**src/rtl/writeback_unit.sv**
```systemverilog
// writeback_unit
//   Registers the MEM/WB pipeline boundary and selects the register-file
//   write data: the ALU result, aligned and extended load data, or the link
//   address. A load whose data-memory response is not ready in its own cycle
//   parks the FSM in WAIT and stalls MEM and everything upstream until the
//   response arrives or the instruction is flushed.
//
//   Optional feature macro: WB_LOAD_TIMEOUT_EN
//     When defined, a load that waits TIMEOUT_CYC WAIT cycles is abandoned.
//     Abandoning it releases the stall and pulses LoadErrW for one cycle.
//
//   Ports
//     clk, rst          clock, asynchronous active-high reset
//     ValidM            MEM-stage instruction valid
//     RegWriteM         instruction writes the register file
//     ResultSrcM        00 ALU, 01 load, 10 link, 11 ALU
//     WriteRegM         destination register
//     ALUOutM           ALU result / load address
//     PCPlus4M          link value
//     LoadSizeM         00 byte, 01 half, 10 word, 11 dword
//     LoadSignedM       1 = sign-extend loaded value
//     ReadDataM         raw memory read word
//     ReadValidM        ReadDataM valid this cycle
//     FlushW            squash the instruction entering W
//     StallM            freeze MEM and upstream (combinational)
//     RegWriteW         register-file write enable
//     WriteRegW         register-file write address
//     ResultW           register-file write data
//     LoadErrW          load timeout pulse (WB_LOAD_TIMEOUT_EN only)
module writeback_unit #(
  parameter int DATA_W      = 32,
  parameter int REG_AW      = 5,
  parameter int TIMEOUT_CYC = 255
) (
  input  logic              clk,
  input  logic              rst,
  input  logic              ValidM,
  input  logic              RegWriteM,
  input  logic [1:0]        ResultSrcM,
  input  logic [REG_AW-1:0] WriteRegM,
  input  logic [DATA_W-1:0] ALUOutM,
  input  logic [DATA_W-1:0] PCPlus4M,
  input  logic [1:0]        LoadSizeM,
  input  logic              LoadSignedM,
  input  logic [DATA_W-1:0] ReadDataM,
  input  logic              ReadValidM,
  input  logic              FlushW,
  output logic              StallM,
  output logic              RegWriteW,
  output logic [REG_AW-1:0] WriteRegW,
  output logic [DATA_W-1:0] ResultW
`ifdef WB_LOAD_TIMEOUT_EN
  ,
  output logic              LoadErrW
`endif
);

  localparam int OFF_W = $clog2(DATA_W / 8);

  localparam logic [0:0] IDLE = 1'b0;
  localparam logic [0:0] WAIT = 1'b1;

  logic [0:0]        state;
  logic [0:0]        state_next;
  logic              is_load;
  logic              timeout_hit;
  logic              stall;
  logic [DATA_W-1:0] load_value;
  logic [DATA_W-1:0] result_sel;

  // Shift the addressed lane down to bit 0, then truncate and extend it.
  // Misaligned half/word/dword accesses ignore the low offset bits.
  function automatic logic [DATA_W-1:0] align_load(
    input logic [DATA_W-1:0] raw,
    input logic [OFF_W-1:0]  offset,
    input logic [1:0]        size,
    input logic              sign_ext
  );
    logic [OFF_W-1:0]  lane;
    logic [DATA_W-1:0] shifted;
    logic [DATA_W-1:0] keep;
    logic              msb;
    lane = offset;
    case (size)
      2'b00: lane = offset;
      2'b01: lane[0] = 1'b0;
      2'b10: lane[1:0] = 2'b00;
      2'b11: lane = {OFF_W{1'b0}};
      default: lane = offset;
    endcase
    shifted = raw >> {lane, 3'b000};
    // With a 32-bit datapath a dword access is simply a word access.
    case (size)
      2'b00: begin keep = DATA_W'(8'hFF);            msb = shifted[7];  end
      2'b01: begin keep = DATA_W'(16'hFFFF);         msb = shifted[15]; end
      2'b10: begin keep = DATA_W'(32'hFFFF_FFFF);    msb = shifted[31]; end
      default: begin keep = {DATA_W{1'b1}};          msb = shifted[DATA_W-1]; end
    endcase
    return (shifted & keep) | ((sign_ext & msb) ? ~keep : {DATA_W{1'b0}});
  endfunction

  assign is_load    = ValidM & (ResultSrcM == 2'b01);
  assign load_value = align_load(ReadDataM, ALUOutM[OFF_W-1:0], LoadSizeM, LoadSignedM);

  // Result source mux; the reserved encoding falls back to the ALU result.
  always_comb begin
    result_sel = ALUOutM;
    case (ResultSrcM)
      2'b01:   result_sel = load_value;
      2'b10:   result_sel = PCPlus4M;
      default: result_sel = ALUOutM;
    endcase
  end

`ifdef WB_LOAD_TIMEOUT_EN
  localparam int              CNT_W   = $clog2(TIMEOUT_CYC + 1);
  localparam logic [CNT_W-1:0] CNT_MAX = CNT_W'(TIMEOUT_CYC);
  localparam logic [CNT_W-1:0] CNT_ONE = CNT_W'(1);

  logic [CNT_W-1:0] wait_cnt;

  // The counter runs only while waiting, so it is zero on every WAIT entry.
  always_ff @(posedge clk or posedge rst) begin
    if (rst) begin
      wait_cnt <= {CNT_W{1'b0}};
    end else if (state == WAIT) begin
      wait_cnt <= wait_cnt + CNT_ONE;
    end else begin
      wait_cnt <= {CNT_W{1'b0}};
    end
  end

  assign timeout_hit = (state == WAIT) & ~ReadValidM & ~FlushW & (wait_cnt == CNT_MAX);
`else
  assign timeout_hit = 1'b0;
`endif

  // Stall decision and next state for the load-wait FSM.
  always_comb begin
    stall      = 1'b0;
    state_next = state;
    case (state)
      IDLE: begin
        if (is_load & ~ReadValidM) begin
          stall      = 1'b1;
          state_next = WAIT;
        end else begin
          stall      = 1'b0;
          state_next = IDLE;
        end
      end
      WAIT: begin
        if (FlushW | ReadValidM | timeout_hit) begin
          stall      = 1'b0;
          state_next = IDLE;
        end else begin
          stall      = 1'b1;
          state_next = WAIT;
        end
      end
      default: begin
        stall      = 1'b0;
        state_next = IDLE;
      end
    endcase
  end

  // Reset forces the state to IDLE, but the inputs may still show a pending
  // load, so the stall is masked explicitly while rst is high.
  assign StallM = stall & ~rst;

  // FSM state register.
  always_ff @(posedge clk or posedge rst) begin
    if (rst) begin
      state <= IDLE;
    end else begin
      state <= state_next;
    end
  end

  // W-stage registers: a stalled edge inserts a bubble and holds the data.
  always_ff @(posedge clk or posedge rst) begin
    if (rst) begin
      RegWriteW <= 1'b0;
      WriteRegW <= {REG_AW{1'b0}};
      ResultW   <= {DATA_W{1'b0}};
`ifdef WB_LOAD_TIMEOUT_EN
      LoadErrW  <= 1'b0;
`endif
    end else if (stall) begin
      RegWriteW <= 1'b0;
      WriteRegW <= WriteRegW;
      ResultW   <= ResultW;
`ifdef WB_LOAD_TIMEOUT_EN
      LoadErrW  <= 1'b0;
`endif
    end else if (timeout_hit) begin
      RegWriteW <= 1'b0;
      WriteRegW <= WriteRegM;
      ResultW   <= {DATA_W{1'b0}};
`ifdef WB_LOAD_TIMEOUT_EN
      LoadErrW  <= 1'b1;
`endif
    end else begin
      RegWriteW <= ValidM & RegWriteM & ~FlushW;
      WriteRegW <= WriteRegM;
      ResultW   <= result_sel;
`ifdef WB_LOAD_TIMEOUT_EN
      LoadErrW  <= 1'b0;
`endif
    end
  end

endmodule

```
**config.mk**
```make
export PLATFORM = sky130hd
export DESIGN_NAME = writeback_unit
export DESIGN_NICKNAME = d
export VERILOG_FILES = /design/src/rtl/writeback_unit.sv
export SDC_FILE = /design/constraint.sdc
export NUM_CORES = 1
export LEC_CHECK = 0
export BUFFER_PORTS_ARGS = -buffer_cell sky130_fd_sc_hd__clkbuf_2
export CORE_UTILIZATION = 40
export DETAILED_ROUTE_END_ITERATION = 8
export HOLD_SLACK_MARGIN = 0.1
export PLACE_DENSITY = 0.7
export SYNTH_ARGS = -nofsm -noshare
export SYNTH_HDL_FRONTEND = slang
export SYNTH_SLANG_ARGS = --single-unit
```
**constraint.sdc**
```tcl
create_clock -name clk -period 1.8 [get_ports clk]
set_input_delay 0.09 -clock clk [delete_from_list [all_inputs] [get_ports clk]]
set_output_delay 0.09 -clock clk [all_outputs]
set_load 0.005 [all_outputs]
```
==> impl_results.html <==
<table>
<tr><th>Metric</th><th>Value</th></tr>
<tr><th colspan="2">CTS</th></tr>
<tr><td>Number of buffers inserted during clock tree synthesis</td><td>5</td></tr>
<tr><td>Latest clock arrival within the worst-skew pair</td><td>0.30 ns</td></tr>
<tr><td>Clock sink count</td><td>39</td></tr>
<tr><td>Root buf cell</td><td>clkbuf_8</td></tr>
<tr><td>Reg clk slew, reported paths</td><td>0.08 ns</td></tr>
<tr><td>CTS tree</td><td>done</td></tr>
<tr><td>Maximum clock path buffer count</td><td>2</td></tr>
<tr><td>Number of levels the H-tree was split into</td><td>2</td></tr>
<tr><th colspan="2">Logic synthesis</th></tr>
<tr><td>Number of flops mapped to enable cells by yosys</td><td>0</td></tr>
<tr><td>Area share of the largest cell type after synthesis</td><td>0.365</td></tr>
<tr><td>Post-synthesis average cell area</td><td>8.76 µm²</td></tr>
<tr><td>Total of warnings raised by yosys</td><td>0</td></tr>
<tr><td>Area of the mapped netlist</td><td>2670 µm²</td></tr>
<tr><td>Cell types with the largest area share after synthesis</td><td>dfrtp_1 37%, a221oi_1 8.5%, mux2i_1 7.5%</td></tr>
<tr><td>Number of distinct library cell variants in the gate-level netlist after synthesis</td><td>47</td></tr>
<tr><td>Post-synthesis cell type with the largest combined area</td><td>dfrtp_1</td></tr>
<tr><td>Share of synthesized flip-flops with an asynchronous set or reset</td><td>1.00</td></tr>
<tr><td>Total nets after synthesis</td><td>419</td></tr>
<tr><td>Total of flip-flops plus latches after synthesis</td><td>39</td></tr>
<tr><td>Post-Synthesis Cells</td><td>305</td></tr>
<tr><td>Predominant post-synthesis flop cell</td><td>dfrtp_1</td></tr>
<tr><td>Register area share after synthesis</td><td>0.365</td></tr>
<tr><th colspan="2">Timing</th></tr>
<tr><td>Number of failing setup endpoints in the final timing report</td><td>0</td></tr>
<tr><td>Normalized max-slew margin</td><td>0.382</td></tr>
<tr><td>Slew @ Worst Pin</td><td>0.921 ns</td></tr>
<tr><td>Final hold violations</td><td>0</td></tr>
<tr><td>Final-report max-slew violation count</td><td>0</td></tr>
<tr><td>Summed negative setup slack over all endpoints</td><td>0 ns</td></tr>
<tr><td>Maximum clock skew at final layout</td><td>0.00596 ns</td></tr>
<tr><td>Time the worst path needs with I/O delays and setup</td><td>1.70 ns</td></tr>
<tr><td>Post-route clock period utilization</td><td>0.943</td></tr>
<tr><td>Setup repair after global routing missed its margin</td><td>false</td></tr>
<tr><td>Upper clock frequency limit</td><td>589 MHz</td></tr>
<tr><th colspan="2">Route</th></tr>
<tr><td>Drt total wl</td><td>9.97 mm</td></tr>
<tr><td>Routed wire length per instance</td><td>17.8 µm</td></tr>
<tr><td>Violation count after the first detailed-route iteration</td><td>300</td></tr>
<tr><td>Router iterations before antenna repair</td><td>5</td></tr>
<tr><td>Count of unresolved DRC violations after routing</td><td>0</td></tr>
<tr><td>Number of nets with antenna violations after routing</td><td>0</td></tr>
<tr><td>Via count of the routed design</td><td>3324</td></tr>
<tr><td>Via density</td><td>5.93</td></tr>
<tr><th colspan="2">Global routing</th></tr>
<tr><td>Global-route total usage across every layer</td><td>0.293</td></tr>
<tr><td>Wire length of the first global-routing pass</td><td>16.4 mm</td></tr>
<tr><td>Largest net degree at the start of global routing</td><td>43</td></tr>
<tr><td>Antenna violations before repair</td><td>0</td></tr>
<tr><td>GRT Residual Overflow</td><td>0</td></tr>
<tr><td>Number of global-route vias before repair</td><td>3316</td></tr>
<tr><th colspan="2">Critical path</th></tr>
<tr><td>Critical R2R Capture</td><td>ResultW[11]</td></tr>
<tr><td>Critical path start-end classification</td><td>flip-flop to output pin</td></tr>
<tr><td>Most frequent CP cell</td><td>nor2_1</td></tr>
<tr><td>Master of the slowest instance on the critical path</td><td>dfrtp_1</td></tr>
<tr><td>Worst R2R Start</td><td>state</td></tr>
<tr><td>Register-to-register path setup slack</td><td>0.13 ns</td></tr>
<tr><td>Kind of end point of the critical path</td><td>output pin</td></tr>
<tr><td>Worst path required time</td><td>1.71 ns</td></tr>
<tr><td>CP cell instances</td><td>nor2_1 &gt; a32oi_2 &gt; buf_6 &gt; nor2_1 &gt; clkbuf_2</td></tr>
<tr><td>Arrival time of the worst setup path</td><td>1.61 ns</td></tr>
<tr><td>Max incr delay on CP</td><td>0.43 ns</td></tr>
<tr><td>R2r worst-path depth</td><td>5</td></tr>
<tr><td>Element type at the critical path start</td><td>flip-flop</td></tr>
<tr><td>Biggest fanout along the worst timing path</td><td>42</td></tr>
<tr><th colspan="2">Floorplan</th></tr>
<tr><td>Initial core utilization</td><td>0.418</td></tr>
<tr><td>DIE HEIGHT</td><td>83.7 µm</td></tr>
<tr><td>Core Box Area</td><td>6390 µm²</td></tr>
<tr><td>Die extent in x</td><td>83.7 µm</td></tr>
<tr><td>Number of rows created at floorplan</td><td>29</td></tr>
<tr><td>I/O pin cnt</td><td>151</td></tr>
<tr><td>Area enclosed by the die boundary</td><td>7010 µm²</td></tr>
<tr><th colspan="2">Cells and area</th></tr>
<tr><td>Fraction of final layout cells sized beyond drive strength 1</td><td>0.390</td></tr>
<tr><td>NumNets Final</td><td>597</td></tr>
<tr><td>Synthesis-to-finish area growth</td><td>47.5%</td></tr>
<tr><td>Fill cell total of the finished layout</td><td>592</td></tr>
<tr><td>Diode insertion count for antenna repair</td><td>0</td></tr>
<tr><td>Most frequent cells in the layout</td><td>150 x clkbuf_2, 39 x dfrtp_1, 38 x nor2_1</td></tr>
<tr><td>Most common library cell in the layout ignoring fill and taps</td><td>clkbuf_2</td></tr>
<tr><th colspan="2">Outcome</th></tr>
<tr><td>Outcome</td><td>finished clean</td></tr>
<tr><th colspan="2">Worst hold path</th></tr>
<tr><td>Worst hold-check path type</td><td>input pin to flip-flop</td></tr>
<tr><td>Worst min-delay path endpoint</td><td>ResultW[11]</td></tr>
<tr><td>Hold Path Stages</td><td>3</td></tr>
<tr><td>Min-Delay Startpoint</td><td>PCPlus4M[11]</td></tr>
<tr><th colspan="2">Power</th></tr>
<tr><td>Power per unit of standard cell area</td><td>633 nW/µm²</td></tr>
<tr><td>Static leakage power</td><td>1.96 nW</td></tr>
<tr><td>VDD IR max</td><td>0.000381 V</td></tr>
<tr><td>Total power consumption of the routed design</td><td>2.49 mW</td></tr>
<tr><th colspan="2">Place</th></tr>
<tr><td>Half-perimeter wire length after placement</td><td>7.16 mm</td></tr>
<tr><td>Weighted congestion at the end of routability-driven global placement</td><td>0.897</td></tr>
<tr><td>Port Buf Inserts</td><td>150</td></tr>
<tr><th colspan="2">Run</th></tr>
<tr><td>Reported max-cap violation count</td><td>0</td></tr>
</table>
-- power breakdown --
| part | switching (mW) | total [mW] | internal [mW] |
|---|---|---|---|
| Sequential | 0.0684 | 1.06 | 0.987 |
| Clock | 0.335 | 0.608 | 0.273 |
| Combinational | 0.422 | 0.829 | 0.407 |
| Total | 0.826 | 2.49 | 1.67 |
-- layer usage --
layer  global-route usage  share of wire  vias to the layer above
met5                    0              0                        -
met4                0.120          0.033                        0
met3               0.0376          0.065                       30
met2                0.493           0.50                      183
met1                0.379           0.40                     1580
li1                     -              -                     1531
-- layout make-up --
class / count / area (µm²) / share of cell area
Multi-Input combinational cell: 232 / 1550 / 0.392
Timing Repair Buffer: 197 / 1210 / 0.308
Sequential cell: 39 / 976 / 0.248
Tap cell: 77 / 96.3 / 0.0244
Clock buffer: 7 / 76.3 / 0.0194
Inverter: 8 / 30.0 / 0.00762
Clock inverter: 1 / 5.00 / 0.00127
-- stage by stage --
step	cells	utilization	hold slack (ns)	area [µm²]	worst slack [ns]
floorplan	305	-	0.161	2670	0.270
global placement	526	0.561	0.202	3580	0.184
detailed placement	526	0.561	0.220	3580	0.112
CTS	561	0.616	0.103	3940	0.0257
global route	561	0.617	0.107	3940	0.0255
finish	561	0.617	0.0951	3940	0.103
-- worst max-delay path: cells and delay by family (launching register included) --
kind            cells  cell delay, ns
flops               1            0.43
compound gates      1            0.26
buf+inv             2            0.47
simple gates        2            0.15
-- Yosys cell counts, types with 7 or more instances --
cell type and n:
a21oi_1 8, a221oi_1 26, clkbuf_1 17, dfrtp_1 39
mux2i_1 20, nand2_1 28, nor2_1 39, nor3_1 8
o211ai_1 7, o21ai_1 13, o22ai_1 29
-- flip-flops by register name, summed over array words and instances, names as in the netlist --
signal and cells:
ResultW 32, WriteRegW 5, RegWriteW 1, state 1
-- kinds of logic after synthesis --
family	synth area share
buffers and inverters	0.0585
AOI/OAI and AO/OA	0.293
DFF	0.365
and+or+nand+nor	0.187
muxes	0.0875
adders and majority gates	0.00936
-- worst max path at each step --
stage	from	slack [ns]	end	cells past startpoint
after CTS	state	0.03	StallM	5
after detailed placement	state	0.11	ResultW[9]	5
final	state	0.10	StallM	5
after global routing	state	0.03	StallM	5
after floorplan	ResultSrcM[0]	0.27	ResultW[23]	8
after global placement	ResultSrcM[1]	0.18	ResultW[13]	7
-- repair_timing --
action,in CTS,in global routing
endpoints found under the setup margin,0,8
gates resized for setup,0,2
endpoints found under the hold margin,41,0
buffers inserted,0,0
hold buffers,27,0
Note: power is estimated with default switching activity, not from simulation.
